File: config.mk
export PLATFORM = sky130hd
export DESIGN_NAME = fpu_wb_scheduler
export DESIGN_NICKNAME = d
export VERILOG_FILES = /design/src/rtl/fpu_sched_pkg.sv /design/src/rtl/fpu_wb_slot_pipe.sv /design/src/rtl/fpu_wb_scheduler.sv
export SDC_FILE = /design/constraint.sdc
export NUM_CORES = 1
export LEC_CHECK = 0
export ABC_AREA = 1
export BUFFER_PORTS_ARGS = -buffer_cell sky130_fd_sc_hd__clkbuf_2
export CAP_MARGIN = 20
export CORE_MARGIN = 1.5
export CORE_UTILIZATION = 45
export CTS_CLUSTER_DIAMETER = 40
export DETAILED_ROUTE_END_ITERATION = 7
export PLACE_DENSITY = 0.7
export SKIP_LAST_GASP = 1
export SYNTH_ARGS = -nofsm -noshare
export SYNTH_HDL_FRONTEND = slang
export SYNTH_SLANG_ARGS = --single-unit
File: constraint.sdc
create_clock -name clock -period 1.4 [get_ports clock]
set_input_delay 0.42 -clock clock [delete_from_list [all_inputs] [get_ports clock]]
set_output_delay 0.42 -clock clock [all_outputs]
set_load 0.05 [all_outputs]
File: src/rtl/fpu_sched_pkg.sv
`default_nettype none
// ============================================================================
// fpu_sched_pkg : shared types and default latencies for the FP WB scheduler
// Revision 1.0
// ============================================================================
package fpu_sched_pkg;

  localparam int DEF_TAG_W     = 7;
  localparam int DEF_FMA_LAT   = 4;
  localparam int DEF_FAST_LAT  = 2;
  localparam int DEF_TOINT_LAT = 1;

  typedef enum logic [2:0] {
    CLS_FMA     = 3'd0,
    CLS_FAST    = 3'd1,
    CLS_FROMINT = 3'd2,
    CLS_TOINT   = 3'd3,
    CLS_ILLEGAL = 3'd4
  } fpu_cls_e;

  typedef struct packed {
    logic       ren2;
    logic       ren3;
    logic       swap23;
    logic       fromint;
    logic       toint;
    logic       fastpipe;
    logic       fma;
    logic       wflags;
    logic [1:0] typeTagIn;
    logic [1:0] typeTagOut;
  } fpu_sigs_t;

  typedef struct packed {
    logic                 valid;
    logic [DEF_TAG_W-1:0] tag;
    logic [1:0]           typeTag;
    logic                 wflags;
  } wb_slot_t;

  function automatic fpu_cls_e fpu_classify(input fpu_sigs_t s);
    if (s.fma)           return CLS_FMA;
    else if (s.fastpipe) return CLS_FAST;
    else if (s.fromint)  return CLS_FROMINT;
    else if (s.toint)    return CLS_TOINT;
    else                 return CLS_ILLEGAL;
  endfunction

endpackage
`default_nettype wire

File: src/rtl/fpu_wb_slot_pipe.sv
`default_nettype none
// ============================================================================
// fpu_wb_slot_pipe : writeback reservation shift register, slot 0 is the head
// Revision 1.0
// ============================================================================
module fpu_wb_slot_pipe
  import fpu_sched_pkg::*;
#(
  parameter int DEPTH = DEF_FMA_LAT,
  parameter int TAG_W = DEF_TAG_W,
  parameter int IDX_W = (DEPTH > 1) ? $clog2(DEPTH) : 1
) (
  input  logic             clock,
  input  logic             reset,
  input  logic             kill_i,
  input  logic             wr_en_i,
  input  logic [IDX_W-1:0] wr_idx_i,
  input  logic [TAG_W-1:0] wr_tag_i,
  input  logic [1:0]       wr_type_i,
  input  logic             wr_wflags_i,
  input  logic [IDX_W-1:0] query_idx_i,
  output logic             query_occ_o,
  output logic             head_valid_o,
  output logic [TAG_W-1:0] head_tag_o,
  output logic [1:0]       head_type_o,
  output logic             head_wflags_o,
  output logic             busy_o
);

  // Same field layout as wb_slot_t, sized to this instance's tag width.
  typedef struct packed {
    logic             valid;
    logic [TAG_W-1:0] tag;
    logic [1:0]       typeTag;
    logic             wflags;
  } slot_t;

  slot_t slots_q  [DEPTH];
  slot_t slots_d  [DEPTH];
  slot_t shifted  [DEPTH];

  always_comb begin
    for (int i = 0; i < DEPTH; i++) shifted[i] = '0;
    for (int i = 0; i < DEPTH - 1; i++) shifted[i] = slots_q[i+1];

    query_occ_o = 1'b0;
    for (int i = 0; i < DEPTH; i++) begin
      slots_d[i] = shifted[i];
      if (query_idx_i == IDX_W'(i)) query_occ_o = shifted[i].valid;
      if (wr_en_i && (wr_idx_i == IDX_W'(i))) begin
        slots_d[i].valid   = 1'b1;
        slots_d[i].tag     = wr_tag_i;
        slots_d[i].typeTag = wr_type_i;
        slots_d[i].wflags  = wr_wflags_i;
      end
    end
  end

  always_comb begin
    busy_o = 1'b0;
    for (int i = 0; i < DEPTH; i++) busy_o = busy_o | slots_q[i].valid;
  end

  always_ff @(posedge clock) begin
    for (int i = 0; i < DEPTH; i++) begin
      slots_q[i] <= (reset || kill_i) ? '0 : slots_d[i];
    end
  end

  assign head_valid_o  = slots_q[0].valid;
  assign head_tag_o    = slots_q[0].tag;
  assign head_type_o   = slots_q[0].typeTag;
  assign head_wflags_o = slots_q[0].wflags;

endmodule
`default_nettype wire

File: src/rtl/fpu_wb_scheduler.sv
`default_nettype none
// ============================================================================
// fpu_wb_scheduler : FP uop issue with collision-free writeback reservation
// Revision 1.0
// ============================================================================
module fpu_wb_scheduler
  import fpu_sched_pkg::*;
#(
  parameter int TAG_W     = DEF_TAG_W,
  parameter int FMA_LAT   = DEF_FMA_LAT,
  parameter int FAST_LAT  = DEF_FAST_LAT,
  parameter int TOINT_LAT = DEF_TOINT_LAT
) (
  input  logic             clock,
  input  logic             reset,
  input  logic             io_req_valid,
  output logic             io_req_ready,
  input  logic [TAG_W-1:0] io_req_bits_tag,
  input  logic             io_req_bits_sigs_ren2,
  input  logic             io_req_bits_sigs_ren3,
  input  logic             io_req_bits_sigs_swap23,
  input  logic             io_req_bits_sigs_fromint,
  input  logic             io_req_bits_sigs_toint,
  input  logic             io_req_bits_sigs_fastpipe,
  input  logic             io_req_bits_sigs_fma,
  input  logic             io_req_bits_sigs_wflags,
  input  logic [1:0]       io_req_bits_sigs_typeTagIn,
  input  logic [1:0]       io_req_bits_sigs_typeTagOut,
  input  logic             io_kill,
  output logic             io_fpwb_valid,
  output logic [TAG_W-1:0] io_fpwb_tag,
  output logic [1:0]       io_fpwb_typeTag,
  output logic             io_fpwb_wflags,
  output logic             io_intwb_valid,
  output logic [TAG_W-1:0] io_intwb_tag,
  output logic             io_intwb_wflags,
  output logic             io_illegal,
  output logic             io_busy
);

  localparam int FP_IDX_W  = (FMA_LAT > 1) ? $clog2(FMA_LAT) : 1;
  localparam int INT_IDX_W = (TOINT_LAT > 1) ? $clog2(TOINT_LAT) : 1;
  localparam logic [FP_IDX_W-1:0]  FMA_SLOT   = FP_IDX_W'(FMA_LAT - 1);
  localparam logic [FP_IDX_W-1:0]  FAST_SLOT  = FP_IDX_W'(FAST_LAT - 1);
  localparam logic [INT_IDX_W-1:0] TOINT_SLOT = INT_IDX_W'(TOINT_LAT - 1);

  generate
    if ((FAST_LAT < 1) || (FAST_LAT > FMA_LAT) || (TOINT_LAT < 1) || (TOINT_LAT > FMA_LAT))
    begin : g_bad_latency_cfg
      $error("fpu_wb_scheduler: FAST_LAT and TOINT_LAT must lie in [1, FMA_LAT]");
    end
  endgenerate

  fpu_sigs_t              sigs_w;
  fpu_cls_e               cls_w;
  logic [FP_IDX_W-1:0]    fp_query_w;
  logic                   fp_occ_w;
  logic                   int_occ_w;
  logic                   slot_free_w;
  logic                   fire_w;
  logic                   fp_wr_w;
  logic                   int_wr_w;
  logic                   fp_busy_w;
  logic                   int_busy_w;
  logic [1:0]             int_type_unused_w;
  logic                   illegal_d;
  logic                   illegal_q;

  assign sigs_w = '{
    ren2:       io_req_bits_sigs_ren2,
    ren3:       io_req_bits_sigs_ren3,
    swap23:     io_req_bits_sigs_swap23,
    fromint:    io_req_bits_sigs_fromint,
    toint:      io_req_bits_sigs_toint,
    fastpipe:   io_req_bits_sigs_fastpipe,
    fma:        io_req_bits_sigs_fma,
    wflags:     io_req_bits_sigs_wflags,
    typeTagIn:  io_req_bits_sigs_typeTagIn,
    typeTagOut: io_req_bits_sigs_typeTagOut
  };

  assign cls_w      = fpu_classify(sigs_w);
  assign fp_query_w = (cls_w == CLS_FMA) ? FMA_SLOT : FAST_SLOT;

  // The to-int pipe's top slot is always free after the shift; the query is kept for symmetry.
  always_comb begin
    case (cls_w)
      CLS_FMA, CLS_FAST, CLS_FROMINT: slot_free_w = ~fp_occ_w;
      CLS_TOINT:                      slot_free_w = ~int_occ_w;
      default:                        slot_free_w = 1'b1;
    endcase
    io_req_ready = ~reset & ~io_kill & slot_free_w;
  end

  assign fire_w   = io_req_valid & io_req_ready;
  assign fp_wr_w  = fire_w & ((cls_w == CLS_FMA) | (cls_w == CLS_FAST) | (cls_w == CLS_FROMINT));
  assign int_wr_w = fire_w & (cls_w == CLS_TOINT);
  assign illegal_d = fire_w & (cls_w == CLS_ILLEGAL);

  always_ff @(posedge clock) begin
    if (reset) illegal_q <= 1'b0;
    else       illegal_q <= illegal_d;
  end

  fpu_wb_slot_pipe #(
    .DEPTH (FMA_LAT),
    .TAG_W (TAG_W),
    .IDX_W (FP_IDX_W)
  ) u_fp_pipe (
    .clock         (clock),
    .reset         (reset),
    .kill_i        (io_kill),
    .wr_en_i       (fp_wr_w),
    .wr_idx_i      (fp_query_w),
    .wr_tag_i      (io_req_bits_tag),
    .wr_type_i     (io_req_bits_sigs_typeTagOut),
    .wr_wflags_i   (io_req_bits_sigs_wflags),
    .query_idx_i   (fp_query_w),
    .query_occ_o   (fp_occ_w),
    .head_valid_o  (io_fpwb_valid),
    .head_tag_o    (io_fpwb_tag),
    .head_type_o   (io_fpwb_typeTag),
    .head_wflags_o (io_fpwb_wflags),
    .busy_o        (fp_busy_w)
  );

  fpu_wb_slot_pipe #(
    .DEPTH (TOINT_LAT),
    .TAG_W (TAG_W),
    .IDX_W (INT_IDX_W)
  ) u_int_pipe (
    .clock         (clock),
    .reset         (reset),
    .kill_i        (io_kill),
    .wr_en_i       (int_wr_w),
    .wr_idx_i      (TOINT_SLOT),
    .wr_tag_i      (io_req_bits_tag),
    .wr_type_i     (2'b00),
    .wr_wflags_i   (io_req_bits_sigs_wflags),
    .query_idx_i   (TOINT_SLOT),
    .query_occ_o   (int_occ_w),
    .head_valid_o  (io_intwb_valid),
    .head_tag_o    (io_intwb_tag),
    .head_type_o   (int_type_unused_w),
    .head_wflags_o (io_intwb_wflags),
    .busy_o        (int_busy_w)
  );

  assign io_illegal = illegal_q;
  assign io_busy    = fp_busy_w | int_busy_w;

endmodule
`default_nettype wire

### Word-level counts from Yosys, hierarchy flattened

Memory sizes are Yosys's and may differ from the RTL's.
Index checks and enable logic that the tools add are counted.

* output and inout port bits: 23
* word-level logic and storage cells: 53
* register bits after elaboration: 1
* bits in writable memories: 55
* memories: 2
* input bits: 23

Memory list
* u_fp_pipe.slots_q: depth 4, width 11, read ports 4, clocked after memory_dff 0, wr ports 4, line fpu_wb_slot_pipe.sv:38 `slot_t slots_q [DEPTH];`
* u_int_pipe.slots_q: depth 1, width 11, read ports 1, clocked after memory_dff 0, wr ports 1, line fpu_wb_slot_pipe.sv:38

* reduce and logical (&&, ||, !) cells: 8
* eq/ne operators: 7
* muxes and demuxes: 20
* bitwise gates (word level): 15

Operators by type and width (number)
* 11-bit 2-to-1 mux: 10
* 3-bit 2-to-1 mux: 4
* 1-bit AND: 6
* 3-bit by 2-bit equality test with 1-bit output, second input constant: 2
* 1-bit OR: 6
* 1-bit 2-to-1 mux: 5
* 2-bit equality test, second input constant: 2
* 1-bit logical AND: 4
* 3-bit by 1-bit equality test with 1-bit output, second input constant: 1
* 3-bit equality test, second input constant: 1
* 3-bit zero test: 1
* 1-bit NOT: 3
* 3-bit OR reduction: 1
* 2-bit by 1-bit equality test with 1-bit output, second input constant: 1
* 2-bit zero test: 1
* 2-bit 2-to-1 mux: 1
* 1-bit logical OR: 1

### Logic depth before layout (Yosys ltp)

* depth in word-level cells: 19
* gate-level depth with buffers: 8
* mapped depth without buffers: 7

### Hierarchy

From an unflattened synthesis, not the netlist that was laid out.

* cells, all modules: 297
* area total of the unflattened synthesis: 2159.6 um2

Modules (own cells, without submodules)
* fpu_wb_slot_pipe (u_fp_pipe): cells each 238, area each 1667.8 um2, times used 1
* fpu_wb_slot_pipe (u_int_pipe): cells each 40, area each 379.1 um2, times used 1
* fpu_wb_scheduler: cells each 19, area each 112.6 um2, times used 1

### Least setup slack after synthesis

Ideal clock, no wire load.

* kind: input to register
* start point: input io_req_bits_sigs_fromint
* end point: register illegal_q (netlist: io_illegal)
* library setup time: 0.080 ns
* stages: 5
* arrival: 1.477 ns
* path buffers: 0
* path slack: -0.157 ns
* cells stage by stage: nor2_4 > inv_2 > a21oi_2 > nand2_2 > nor3_1

* longest elaborated chain between the ends: 15
* elaborated cells between the ends (all ways): 22
* those cells by class: eq/ne (6); mux (9); bitwise (4); reduce/logical (3)

RTL lines
* from (decl): line fpu_wb_scheduler.sv:22 `input logic io_req_bits_sigs_fromint,`
* 3-bit 2-to-1 mux *: line fpu_sched_pkg.sv:44 `else if (s.fromint) return CLS_FROMINT;`
* 3-bit 2-to-1 mux *: line fpu_sched_pkg.sv:43 `else if (s.fastpipe) return CLS_FAST;`
* 3-bit 2-to-1 mux *: line fpu_sched_pkg.sv:42 `if (s.fma) return CLS_FMA;`
* 3-bit zero test: line fpu_wb_scheduler.sv:83, fpu_wb_scheduler.sv:87
* 2-bit 2-to-1 mux: line fpu_wb_scheduler.sv:83 `assign fp_query_w = (cls_w == CLS_FMA) ? FMA_SLOT : FAST_SLOT;`
* 2-bit zero test: line fpu_wb_slot_pipe.sv:49 `if (query_idx_i == IDX_W'(i)) query_occ_o = shifted[i].valid;`
* 1-bit 2-to-1 mux (4 in a row): line fpu_wb_slot_pipe.sv:49
* 1-bit NOT: line fpu_wb_scheduler.sv:88 `CLS_FMA, CLS_FAST, CLS_FROMINT: slot_free_w = ~fp_occ_w;`
* 1-bit 2-to-1 mux *: line fpu_wb_scheduler.sv:87 `case (cls_w)`
* 1-bit AND *: line fpu_wb_scheduler.sv:92 `io_req_ready = ~reset & ~io_kill & slot_free_w;`
* net io_req_ready: line fpu_wb_scheduler.sv:17 `output logic io_req_ready,`
* 1-bit AND *: line fpu_wb_scheduler.sv:95 `assign fire_w = io_req_valid & io_req_ready;`
* 1-bit AND *: line fpu_wb_scheduler.sv:98 `assign illegal_d = fire_w & (cls_w == CLS_ILLEGAL);`
* to (signal assigned): line fpu_wb_scheduler.sv:102 `else illegal_q <= illegal_d;`
* to (decl): line fpu_wb_scheduler.sv:67 `logic illegal_q;`

Mark *: on every way through the listed nets, which the timed path passes. The rest lies on a longest branch.
A chain may end at the register's enable or synchronous reset.

==> results.sh <==
export IMPL_synth_top_area_share_pct=63.7
export IMPL_hold_viol_final=0
export IMPL_maxCapViolations=0
export IMPL_avgSynthCellArea_sq_um=8.36
export IMPL_final_cell_mix="nor2_1 (54), dfxtp_1 (52), inv_1 (44)"
export IMPL_antenna_found_initial=0
export IMPL_total_leakage_power_nw=1.04
export IMPL_n_antenna_cell=0
export IMPL_finish_instance_area_sq_um=2160
export IMPL_clk_pin_slew_ns=0.09
export IMPL_path_cells="nor3_2 -> nand3_2 -> buf_8"
export IMPL_clock_fmax_ghz=0.659
export IMPL_worstHoldPathCells=2
export IMPL_fin_skew_ns=0.00867
export IMPL_port_buffers=40
export IMPL_critPathMaxFanout=2
export IMPL_fin_nets=278
export IMPL_worst_ep_arrival_time_ns=1.10
export IMPL_synth_area_leaders="dfxtp_1 (64%), nor2_1 (12%), inv_1 (9.9%), nand2_1 (4.9%), nor3_1 (2.9%)"
export IMPL_yosysUniqueCellTypes=15
export IMPL_die_h_um=64.4
export IMPL_drive_gt1_share_pct=28.1
export IMPL_critPathBufInv=1
export IMPL_critPathRequiredTime_ns=0.98
export IMPL_slew_violations=0
export IMPL_drtIter0Drc=38
export IMPL_grt_max_degree=24
export IMPL_ys_warn_count=0
export IMPL_power_mw=2.63
export IMPL_numClockSinks=54
export IMPL_dieArea_sq_um=4150
export IMPL_dpl_cell_count=296
export IMPL_syn_area_sq_um=1700
export IMPL_final_common_cell="nor2_1"
export IMPL_synth_ff_latch_count=54
export IMPL_coreArea_sq_um=3630
export IMPL_hold_path_class="in2reg"
export IMPL_area_growth_pct=27.3
export IMPL_period_share_pct=108
export IMPL_final_antenna_net_count=0
export IMPL_drcViolationCount=0
export IMPL_status="finished, violations left"
export IMPL_grt_first_pass_wirelength_um=4840
export IMPL_slowest_delay_ns=0.34
export IMPL_vias=1238
export IMPL_finalCriticalPeriod_ns=1.52
export IMPL_grt_usage_pct=15.6
export IMPL_cts_buffer_depth=2
export IMPL_synth_nets=226
export IMPL_start_kind="register"
export IMPL_cellPowerDensity_nw_per_um2=1210
export IMPL_crit_type="reg2out"
export IMPL_die_x_um=64.4
export IMPL_numCtsBuffers=5
export IMPL_clk_latency_ns=0.30
export IMPL_place_congestion=0.718
export IMPL_vias_per_cell=4.07
export IMPL_worst_slack_ns=-0.118
export IMPL_crit_family="flip-flops"
export IMPL_setup_viol_count_final=2
export IMPL_placed_area_sq_um=2020
export IMPL_max_slew_margin_pct=81.2
export IMPL_yosys_area_top_type="dfxtp_1"
export IMPL_cts_max_level=2
export IMPL_overflow=0
export IMPL_yosysSeqAreaShare_pct=63.7
export IMPL_syn_inst=203
export IMPL_worstRegToRegCells=6
export IMPL_crit_path_end_kind="output port"
export IMPL_placementRows=22
export IMPL_final_cells=304
export IMPL_drt_wl_total_um=2740
export IMPL_wl_per_cell_um=9.01
export IMPL_irDropWorstVdd_mv=0.838
export IMPL_grt_pass1_vias=1196
export IMPL_tightest_slew_ns=0.283
export IMPL_failed_checks="negative setup slack"
export IMPL_first_pass_iters=3
export IMPL_hold_buffers=0
export IMPL_slowest_stage="dfxtp_2"
export IMPL_ios=46
export IMPL_cp_depth=3
export IMPL_hpwl_um=1930
export IMPL_post_cts_repair_setup_buffers=0
export IMPL_rsz0062_at_grt="true"
export IMPL_start_util_pct=46.7
export IMPL_utilization_pct=59.5
export IMPL_cts_root_buf="clkbuf_8"
export IMPL_cts_tree="yes"
## registers in the layout, summed over array words and instances (netlist names)
signal	cells
u_int_pipe.slots_q	9
u_fp_pipe.slots_q	44
io_illegal	1
## synthesized netlist by cell type
master,number
nand4_2,1
nand2_1,22
nor2_4,2
a21oi_2,1
inv_1,45
nor3_1,10
nor2_1,55
buf_2,1
nand2_2,1
a21oi_1,1
clkbuf_1,4
buf_6,1
inv_2,2
dfxtp_1,54
nand3_1,3
## layout make-up
| cell class | instances | area (sq um) |
|---|---|---|
| inverters | 47 | 176 |
| flip-flops and latches | 54 | 1080 |
| well taps | 48 | 60.1 |
| fillers | 327 | 1470 |
| clock buffers | 7 | 96.3 |
| repair buffers | 51 | 303 |
| clock inverters | 1 | 8.76 |
| multi-input cells | 96 | 434 |
## stage by stage
stage | hold slack [ns] | setup TNS [ns] | setup WS [ns]
after floorplan | 0.394 | 0 | 0.00655
after global placement | 0.394 | -0.103 | -0.103
after detailed placement | 0.400 | -0.129 | -0.129
after CTS | 0.286 | -0.230 | -0.126
after global routing | 0.286 | -0.290 | -0.170
final | 0.294 | -0.187 | -0.118
## timing repair
item | 4_1_cts | 5_1_grt
pin swaps | 3 | 1
resized for setup | 9 | 2
endpoints found under the setup margin | 2 | 2
## layer usage
layer / vias to the layer above / global-route usage [%] / routed length (um)
met5: - / 0 / 0
met4: 0 / 6.91 / 47
met3: 4 / 6.77 / 138
met2: 26 / 26.7 / 1320
met1: 529 / 16.7 / 1230
li1: 679 / - / -
## cell families after synthesis
logic type / synth area share [%]
flip-flops: 63.7
buffers and inverters: 12.2
AO/OA/AOI/OAI: 0.810
AND/OR/NAND/NOR: 23.3
## worst reg2reg max path: cells and delay by family, from the launching register on
kind | cells | cell delay [ns]
flops | 1 | 0.32
simple gates | 3 | 0.34
buf+inv | 2 | 0.20
compound gates | 1 | 0.15
## report_power, final
| group | internal [mW] | leakage [nW] | switching, mW |
|---|---|---|---|
| Combinational | 0.0577 | 0.550 | 0.0938 |
| Sequential | 1.55 | 0.437 | 0.00345 |
| Clock | 0.453 | 0.0544 | 0.471 |
## final timing paths
| check | slack [ns] | endpoint | from |
|---|---|---|---|
| worst max-delay path | -0.12 | io_busy | u_fp_pipe.slots_q[0][10] |
| worst min-delay path | 0.29 | io_illegal | io_req_bits_sigs_toint |
| worst max register to register | 0.30 | u_int_pipe.slots_q[0][3] | u_fp_pipe.slots_q[2][10] |
| worst min register to register | 0.41 | u_fp_pipe.slots_q[0][0] | u_fp_pipe.slots_q[1][0] |
Power figures use the tool's default switching activity.
